<file path="config.mk">
export PLATFORM = sky130hd
export DESIGN_NAME = idecode
export DESIGN_NICKNAME = d
export VERILOG_FILES = /design/src/rtl/idecode_pkg.sv /design/src/rtl/idecode_regfile.sv /design/src/rtl/idecode.sv
export SDC_FILE = /design/constraint.sdc
export NUM_CORES = 2
export LEC_CHECK = 0
export BUFFER_PORTS_ARGS = -buffer_cell sky130_fd_sc_hd__buf_2
export CAP_MARGIN = 5
export CORE_MARGIN = 2
export CORE_UTILIZATION = 30
export DETAILED_ROUTE_END_ITERATION = 10
export GPL_ROUTABILITY_DRIVEN = 0
export SLEW_MARGIN = 20
export SYNTH_ARGS = -nofsm -noshare
export SYNTH_HDL_FRONTEND = slang
export SYNTH_HIERARCHICAL = 1
export SYNTH_SLANG_ARGS = --single-unit
export TNS_END_PERCENT = 50
</file>
<file path="constraint.sdc">
create_clock -name clk -period 36.1 [get_ports clk]
set_clock_uncertainty 0.2 [all_clocks]
set_input_delay 1.805 -clock clk [delete_from_list [all_inputs] [get_ports clk]]
set_output_delay 1.805 -clock clk [all_outputs]
set_load 0.1 [all_outputs]
</file>
<file path="src/rtl/idecode_pkg.sv">
// idecode_pkg: shared widths, opcodes, field positions and the decode bundle type for idecode
package idecode_pkg;
  localparam int WORD = 32;
  localparam int ADDR = 32;
  localparam int NREG = 32;
  localparam int RIDX = 5;
  localparam logic [5:0] OP_LOAD  = 6'h23;
  localparam logic [5:0] OP_STORE = 6'h2B;
  localparam logic [5:0] OP_BEQ   = 6'h04;
  localparam int OP_LSB  = 26;
  localparam int OP_W    = 6;
  localparam int RD_LSB  = 21;
  localparam int RS_LSB  = 16;
  localparam int RT_LSB  = 11;
  localparam int IMM_LSB = 0;
  localparam int IMM_W   = 16;
  typedef struct packed {
    logic            v;
    logic [OP_W-1:0] op;
    logic [RIDX-1:0] rd;
    logic [WORD-1:0] rs_val;
    logic [WORD-1:0] rt_val;
    logic [WORD-1:0] imm;
    logic            is_load;
    logic [ADDR-1:0] pc;
  } bundle_t;
  function automatic logic [WORD-1:0] sext_imm(input logic [IMM_W-1:0] imm);
    return {{(WORD-IMM_W){imm[IMM_W-1]}}, imm};
  endfunction
endpackage

</file>
<file path="src/rtl/idecode_regfile.sv">
// idecode_regfile: 2-read/1-write register file, r0 hardwired to zero; IDECODE_WB_BYPASS_EN selects write-first reads
module idecode_regfile
  import idecode_pkg::*;
(
  input  logic            clk,
  input  logic            rst,
  input  logic [RIDX-1:0] ra_i,
  input  logic [RIDX-1:0] rb_i,
  output logic [WORD-1:0] ra_o,
  output logic [WORD-1:0] rb_o,
  input  logic            we_i,
  input  logic [RIDX-1:0] wa_i,
  input  logic [WORD-1:0] wd_i
);
  logic [WORD-1:0] mem_q [NREG];
  logic [WORD-1:0] mem_d [NREG];
  logic            wr_ok;
  assign wr_ok = we_i & (wa_i != '0);
  // next contents: only the addressed non-zero entry changes, so r0 stays at its reset value of zero
  always_comb begin
    mem_d = mem_q;
    if (wr_ok) mem_d[wa_i] = wd_i;
  end
  // storage, cleared asynchronously on reset
  always_ff @(posedge clk or posedge rst) begin
    if (rst) begin
      for (int i = 0; i < NREG; i++) mem_q[i] <= '0;
    end else begin
      mem_q <= mem_d;
    end
  end
`ifdef IDECODE_WB_BYPASS_EN
  // write-first: a same-cycle writeback to the read index is forwarded
  always_comb begin
    ra_o = (wr_ok && wa_i == ra_i) ? wd_i : mem_q[ra_i];
    rb_o = (wr_ok && wa_i == rb_i) ? wd_i : mem_q[rb_i];
  end
`else
  // read-old: a same-cycle writeback is seen only from the next cycle on
  always_comb begin
    ra_o = mem_q[ra_i];
    rb_o = mem_q[rb_i];
  end
`endif
endmodule

</file>
<file path="src/rtl/idecode.sv">
// idecode: decode stage with register file, load-use hazard bubble, stall hold and flush (optional IDECODE_WB_BYPASS_EN)
module idecode
  import idecode_pkg::*;
(
  input  logic            clk,
  input  logic            rst,
  input  logic            v_i,
  input  logic [WORD-1:0] inst_i,
  input  logic [ADDR-1:0] pc_i,
  input  logic            stall_i,
  output logic            stall_o,
  input  logic            flush_i,
  input  logic            wb_en_i,
  input  logic [RIDX-1:0] wb_reg_i,
  input  logic [WORD-1:0] wb_data_i,
  output logic            v_o,
  output logic [OP_W-1:0] op_o,
  output logic [RIDX-1:0] rd_o,
  output logic [WORD-1:0] rs_val_o,
  output logic [WORD-1:0] rt_val_o,
  output logic [WORD-1:0] imm_o,
  output logic            is_load_o,
  output logic [ADDR-1:0] pc_o
);
  logic [OP_W-1:0] op;
  logic [RIDX-1:0] rd, rs, rt;
  logic [WORD-1:0] rs_val, rt_val;
  logic            hz;
  bundle_t         bun_q, bun_d;
  assign op = inst_i[OP_LSB +: OP_W];
  assign rd = inst_i[RD_LSB +: RIDX];
  assign rs = inst_i[RS_LSB +: RIDX];
  assign rt = inst_i[RT_LSB +: RIDX];
  idecode_regfile u_rf (
    .clk  (clk),
    .rst  (rst),
    .ra_i (rs),
    .rb_i (rt),
    .ra_o (rs_val),
    .rb_o (rt_val),
    .we_i (wb_en_i),
    .wa_i (wb_reg_i),
    .wd_i (wb_data_i)
  );
  // a load still sitting in the output register cannot feed the next instruction yet
  always_comb begin
    hz = bun_q.v & bun_q.is_load & (bun_q.rd != '0) & v_i & ((bun_q.rd == rs) | (bun_q.rd == rt));
    stall_o = v_i & (stall_i | hz) & ~flush_i & ~rst;
  end
  // next bundle: flush kills, stall holds, hazard inserts a bubble, otherwise load the decode
  always_comb begin
    bun_d = bun_q;
    if (flush_i) begin
      bun_d.v = 1'b0;
    end else if (stall_i) begin
      bun_d = bun_q;
    end else if (hz) begin
      bun_d.v = 1'b0;
    end else begin
      bun_d.v       = v_i;
      bun_d.op      = op;
      bun_d.rd      = rd;
      bun_d.rs_val  = rs_val;
      bun_d.rt_val  = rt_val;
      bun_d.imm     = sext_imm(inst_i[IMM_LSB +: IMM_W]);
      bun_d.is_load = (op == OP_LOAD);
      bun_d.pc      = pc_i;
    end
  end
  // output register, cleared asynchronously on reset
  always_ff @(posedge clk or posedge rst) begin
    if (rst) bun_q <= '0;
    else     bun_q <= bun_d;
  end
  assign v_o       = bun_q.v;
  assign op_o      = bun_q.op;
  assign rd_o      = bun_q.rd;
  assign rs_val_o  = bun_q.rs_val;
  assign rt_val_o  = bun_q.rt_val;
  assign imm_o     = bun_q.imm;
  assign is_load_o = bun_q.is_load;
  assign pc_o      = bun_q.pc;
endmodule

</file>
# Yosys cells after proc, flatten, opt, wreduce, memory -nomap -nowiden

Index checks and enable logic that the tools add are counted.
W data, S select, Z words.

Bits in registers: 1,149
Output and inout port bits: 142
Logic and storage cells: 82

$lt $le $gt $ge: 4
Equal/unequal tests: 4
Muxes and demuxes: 13
Bitwise logic cells: 17
Reduce and logical (&&, ||, !) cells: 4

Operator list:

| cell                 | number |
|---|---|
| $bwmux W1024         | 1 |
| $bmux W32 S5         | 2 |
| $demux W32 S5        | 1 |
| $mux W32             | 5 |
| $mux W141            | 1 |
| $mux W140            | 1 |
| $ge A6 B6 Y1 const B | 3 |
| $not A5 Y6           | 3 |
| $eq A5 B5 Y1         | 2 |
| $reduce_bool A5 Y1   | 2 |
| $and A1 B1 Y1        | 8 |
| $eq A6 B6 Y1 const B | 1 |
| $lt A6 B1 Y1 const B | 1 |
| $not A1 Y1           | 4 |
| $reduce_and A3 Y1    | 1 |
| $mux W1              | 2 |
| $ne A2 B1 Y1 const B | 1 |
| $or A1 B1 Y1         | 2 |
| $logic_and A1 B1 Y1  | 1 |

# Depth between registers and ports, before layout

Depth after elaboration: 8
Mapped depth: 9
Gate-level depth less buffers: 6

# Cells and area by module

The synthesis kept the hierarchy.

Modules (own cells, without submodules):

| module          | times used | cells an instance | area an instance (um^2) | sequential area each (um^2) |
|---|---|---|---|---|
| idecode_regfile | 1          | 4,602             | 55,939.9                | 25,624.6 |
| idecode         | 1          | 307               | 4,943.5                 | 3,128.0 |

# Worst setup path before layout

OpenSTA, ideal clock, no wires.

Path type: input-to-output
Start point: in inst_i[20]
End point: out stall_o
Arrival time: 5.191 ns
Data required time: 34.095 ns
Slack: 28.904 ns
Stages on the path: 5
Buffers on the path: 0
Path through: xnor2_1 -> nand3_1 -> o22ai_1 -> a21oi_1 -> nor4_1

Word-level cells in the longest chain between the ends: 7

Ends and longest elaborated chain:

| element                    | line          | text |
|---|---|---|
| start, declared            | idecode.sv:8  | `input logic [WORD-1:0] inst_i,` |
| $eq A5 B5 Y1               | idecode.sv:47 | `hz = bun_q.v & bun_q.is_load & (bun_q.rd != '0) & v_i & ((bun_q.rd == rs) \| (bun_q.rd == rt));` |
| $or A1 B1 Y1               | idecode.sv:47 |  |
| $and A1 B1 Y1              | idecode.sv:47 |  |
| $or A1 B1 Y1               | idecode.sv:48 | `stall_o = v_i & (stall_i \| hz) & ~flush_i & ~rst;` |
| $and A1 B1 Y1 (3 in a row) | idecode.sv:48 |  |
| end, declared              | idecode.sv:11 | `output logic stall_o,` |

No other way between the ends.

# Final worst setup path

Start point: in inst_i[17]
End point: reg bun_q (netlist bit rs_val_o[20])

Elaborated cells on any way between the ends: 9

RTL lines:

| element                                     | line                  | text |
|---|---|---|
| $not A5 Y6 (not written as such)            | idecode_regfile.sv:41 | `ra_o = mem_q[ra_i];` |
| $bmux W32 S5                                | idecode_regfile.sv:41 |  |
| $mux W32 (not written as such) (2 in a row) | idecode_regfile.sv:41 |  |
| via rs_val[20]                              | idecode.sv:27         | `logic [WORD-1:0] rs_val, rt_val;` |
| end signal, assigned                        | idecode.sv:73         | `else bun_q <= bun_d;` |
| end, declared                               | idecode.sv:29         | `bundle_t bun_q, bun_d;` |

The timed path passes the listed nets, and every way through them passes these cells. The select of a mux whose other input is x is not followed.
A chain may end at the register's enable or synchronous reset.

==> impl.org <==
** Synthesis
- Counting distinct cell types in the post-synthesis netlist gives 35.
- Ranking of synthesized cells by area :: dfrtp_1 (47%), mux2_2 (19%), mux2i_1 (17%)
- Counting every net in the synthesized netlist gives roughly 5000.
- Yosys top cell area share :: 0.472
- The synthesized design spends more area on one cell type than any other, namely dfrtp_1.
- A synthesized cell averages roughly 12 um^2.
- Sequential fraction of the synthesis area :: 0.472
- After synthesis the cells add up to just over 0.06 mm^2.
- Synthesis produced a netlist whose cell count is between 4000 and 5000.
- For this run, the number of Yosys warnings is 6.
- Flop and latch count out of synthesis :: 1149

** Routing
- Total number of vias :: roughly 42000
- Wire length per cell after detailed routing :: 26.6 um
- After the first detailed-routing iteration, the DRC count stood at approximately 3300.
- The routed design has just over 200000 um of wire.
- Length of the first detailed-routing pass in iterations :: 5
- In the routed layout, each cell is associated on average with a via count of between 5 and 6.
- The detail route stage leaves a number of antenna-violating nets equal to 0.
- After detailed routing, the number of remaining DRC violations is 0.

** Die
- The die is 454 um wide.
- 249 I/O pins were placed.
- Measured along the y axis, the die boundary spans roughly 450 um.
- FP Rows :: 165
- Core Box Area :: approximately 0.20 mm^2
- Die Footprint :: between 0.2 and 0.25 mm^2
- For this configuration, the core starts out at a cell density of 0.302.

** Power
- The internal power of the cells totals between 2 and 3 mW.
- Sequential power share :: 0.443
- The share of total power dissipated in combinational logic is 0.236.
- Switching share of power :: 0.327
- Summing internal, switching and leakage power gives about 3.9 mW.
- Max rail drop VDD :: between 30 and 40 uV
- In this run the power density over the cells is ~57 mW/mm^2.
- The share of total power dissipated in the clock network is 0.321.
- Summed over all nets, the switching power comes to ~1.3 mW.
- For this design the static power due to leakage is about 31 nW.

** Critical path
- Endpoint class of the critical path :: flip-flop
- Setup Crit Path Kind :: in -> reg
- At the worst endpoint, the required time is around 37000 ps.
- Startpoint class of the critical path :: input port
- Largest fanout on the critical path :: ~120
- Setup slack on the worst reg-to-reg path comes out at between 30000 and 40000 ps.
- Arrival time of the worst setup path :: around 7300 ps

** Global routing
- Wire length of the first global-routing pass :: roughly 300000 um
- After global routing, the most crowded layer is met2.
- In the global route stage, met2 resource usage came out at 0.329.
- Met3 track utilization from global routing :: 0.0225
- Number of antenna violations at the first check in global routing :: 18
- GR Overflow Total :: 0
- Across every metal layer, demand over resource in global routing totals 0.191.
- Maximum number of pins on one net before global-route repair :: 189
- For met1 alone, demand over resource in global routing was 0.240.
- Vias in the first global route :: about 42000

** Finish
- Once layout is complete, the utilization of the core stands at 0.335.
- The net count of the finished layout is about 5000.
- Fraction of layout instances using a drive strength above 1 :: 0.321
- Relative to the synthesized area, the layout overhead comes to 11.0%.

** Clock tree
- Clk slew on worst S/H paths :: roughly 60 ps
- Post-CTS setup buffer count :: 0
- After clock tree synthesis, the flow added hold-fix buffers numbering 0.
- CTS root buffer :: clkbuf_16
- Clock sink count :: 1149
- Cts bufs inserted :: around 110
- Source-to-sink clock delay at the later pin of the worst-skew pair :: 750 ps
- After clock tree synthesis, the repair step resized 0 gates.
- TritonCTS built the clock tree.
- Counting along the longest clock path gives a buffer depth of 3.
- In this run the number of H-tree levels came out at 3.

** Min path
- Type of the tightest min-delay check :: reg -> reg

** Placed design
- The wire-length estimate of the detail-placed layout is 107000 um.
- Number of buffers added on ports :: 248

** STA
- At the pin with the least slew margin, the transition time is ~1200 ps.
- In the finished design, the share of the clock period the worst path needs comes to 0.190.
- Pins Over Slew Limit :: 0
- After routing, the total negative slack on setup checks comes to 0 ps.
- Count of final hold-check violations :: 0
- Unrepaired setup endpoints after global routing :: no
- Count of endpoints failing setup in the final report :: 0
- The worst pin sits at a relative slew slack of 0.199.
- For the finished layout, the period the worst path requires is roughly 6900 ps.
- Timing would allow up to around 0.15 GHz.

** Flow run
- Max-cap violations in this run came to 0.

** Status
- The run finished with clean final reports.
-- cell usage in the layout, fill, tap and decap left out, drive strengths merged, types with 2 or more instances in the layout --
cell	n
dfrtp	1149
mux2	1116
mux2i	1024
buf	329
nand2	213
nand3	197
a21oi	195
a22oi	192
clkbuf	172
a22o	128
nor3	66
a31oi	64
nor2	20
clkinv	19
diode	10
xnor2	10
bufinv	9
inv	9
nand3b	4
nor2b	4
nor3b	4
nand2b	4
or2	3
and3	2
and2	2
-- metrics by stage --
stage	area [um^2]	hold WS, ps	cells	setup WS (ps)
5_1_grt	67600	212	7618	29200
2_1_floorplan	60900	249	4909	5280
4_1_cts	67500	202	7612	29440
6_report	67600	200	7624	29240
3_3_place_gp	63600	184	7406	28700
3_5_place_dp	63600	188	7406	28640
-- cells in the mapped netlist, drive strengths merged --
cell    instances
a22oi         192
or2             3
a22o          128
and2            2
nand2b          4
nor4b           1
and3b           1
xnor2          10
a21oi         195
nand2         213
nand3b          4
buf           273
inv             3
a211o           1
or3b            1
mux2         1116
a211oi          1
nor3b           4
nand3         197
dfrtp        1149
a31oi          64
and3            2
nor4            1
nor2           20
nor3           66
nor2b           4
mux2i        1024
o22ai           1
clkbuf        229
-- routing by layer --
| layer | vias to the layer above | wire, um |
|---|---|---|
| met2 | 1137 | 100000 |
| met1 | 22200 | 84600 |
| met4 | 4 | 9050 |
| met3 | 392 | 8830 |
| li1 | 17900 | - |
| met5 | - | 27 |
-- critical path, stage by stage --
cell     delay, ps
buf_8          420
buf_4          800
buf_4          980
buf_4          890
buf_12         570
mux2i_1        280
a22oi_1        120
a31oi_1        420
nand3_1        110
mux2_2         280
-- state kept, by name, indices dropped and copies added, names as in the netlist --
name	count
v_o	1
imm_o	16
rt_val_o	32
op_o	6
rs_val_o	32
rd_o	5
u_rf/mem_q	1024
pc_o	32
is_load_o	1
-- kinds of logic (layout without fill, tap and decap cells) --
| group | Yosys count | after routing | share of synthesized area |
|---|---|---|---|
| other | 0 | 10 | 0 |
| DFF | 1149 | 1149 | 0.472 |
| muxes | 2140 | 2140 | 0.375 |
| xor gates and xnor gates | 10 | 10 | 0.00144 |
| AOI/OAI and AO/OA | 582 | 582 | 0.0651 |
| buffers and inverters | 505 | 538 | 0.0451 |
| and+or+nand+nor | 523 | 523 | 0.0413 |
-- final cells by class --
type                            instances  area, um^2
Inverter                                3        23.8
Timing Repair Buffer                  329        2050
Multi-Input combinational cell       3255       29500
Clock inverter                         34         440
Clock buffer                          172        3410
Tap cell                             2672        3340
Antenna cell                           10        25.0
Fill cell                           20100      134000
Sequential cell                      1149       28800
-- path summary, 6_finish.rpt --
path,depth (start not counted),endpoint,startpoint
setup / recovery,10,rs_val_o[20]$_DFFE_PP0P_,inst_i[17]
hold / removal,0,u_rf/mem_q[998]$_DFFE_PP0P_,u_rf/mem_q[998]$_DFFE_PP0P_
setup reg to reg,6,rs_val_o[24]$_DFFE_PP0P_,rd_o[0]$_DFFE_PP0P_
hold reg to reg,0,u_rf/mem_q[998]$_DFFE_PP0P_,u_rf/mem_q[998]$_DFFE_PP0P_
max in group asynchronous,6,u_rf/mem_q[661]$_DFFE_PP0P_,rst
min in group asynchronous,2,u_rf/mem_q[547]$_DFFE_PP0P_,rst
-- power by group through the flow --
stage          Combinational (mW)  Clock [mW]  Sequential [mW]
6_report                    0.914        1.24             1.72
5_1_grt                     0.973        1.31             1.75
4_1_cts                     0.913        1.26             1.71
3_5_place_dp                0.911           0             1.73
3_3_place_gp                0.894           0             1.72
2_1_floorplan               0.546           0             1.88
No activity file was read; power rests on OpenSTA's default activity.
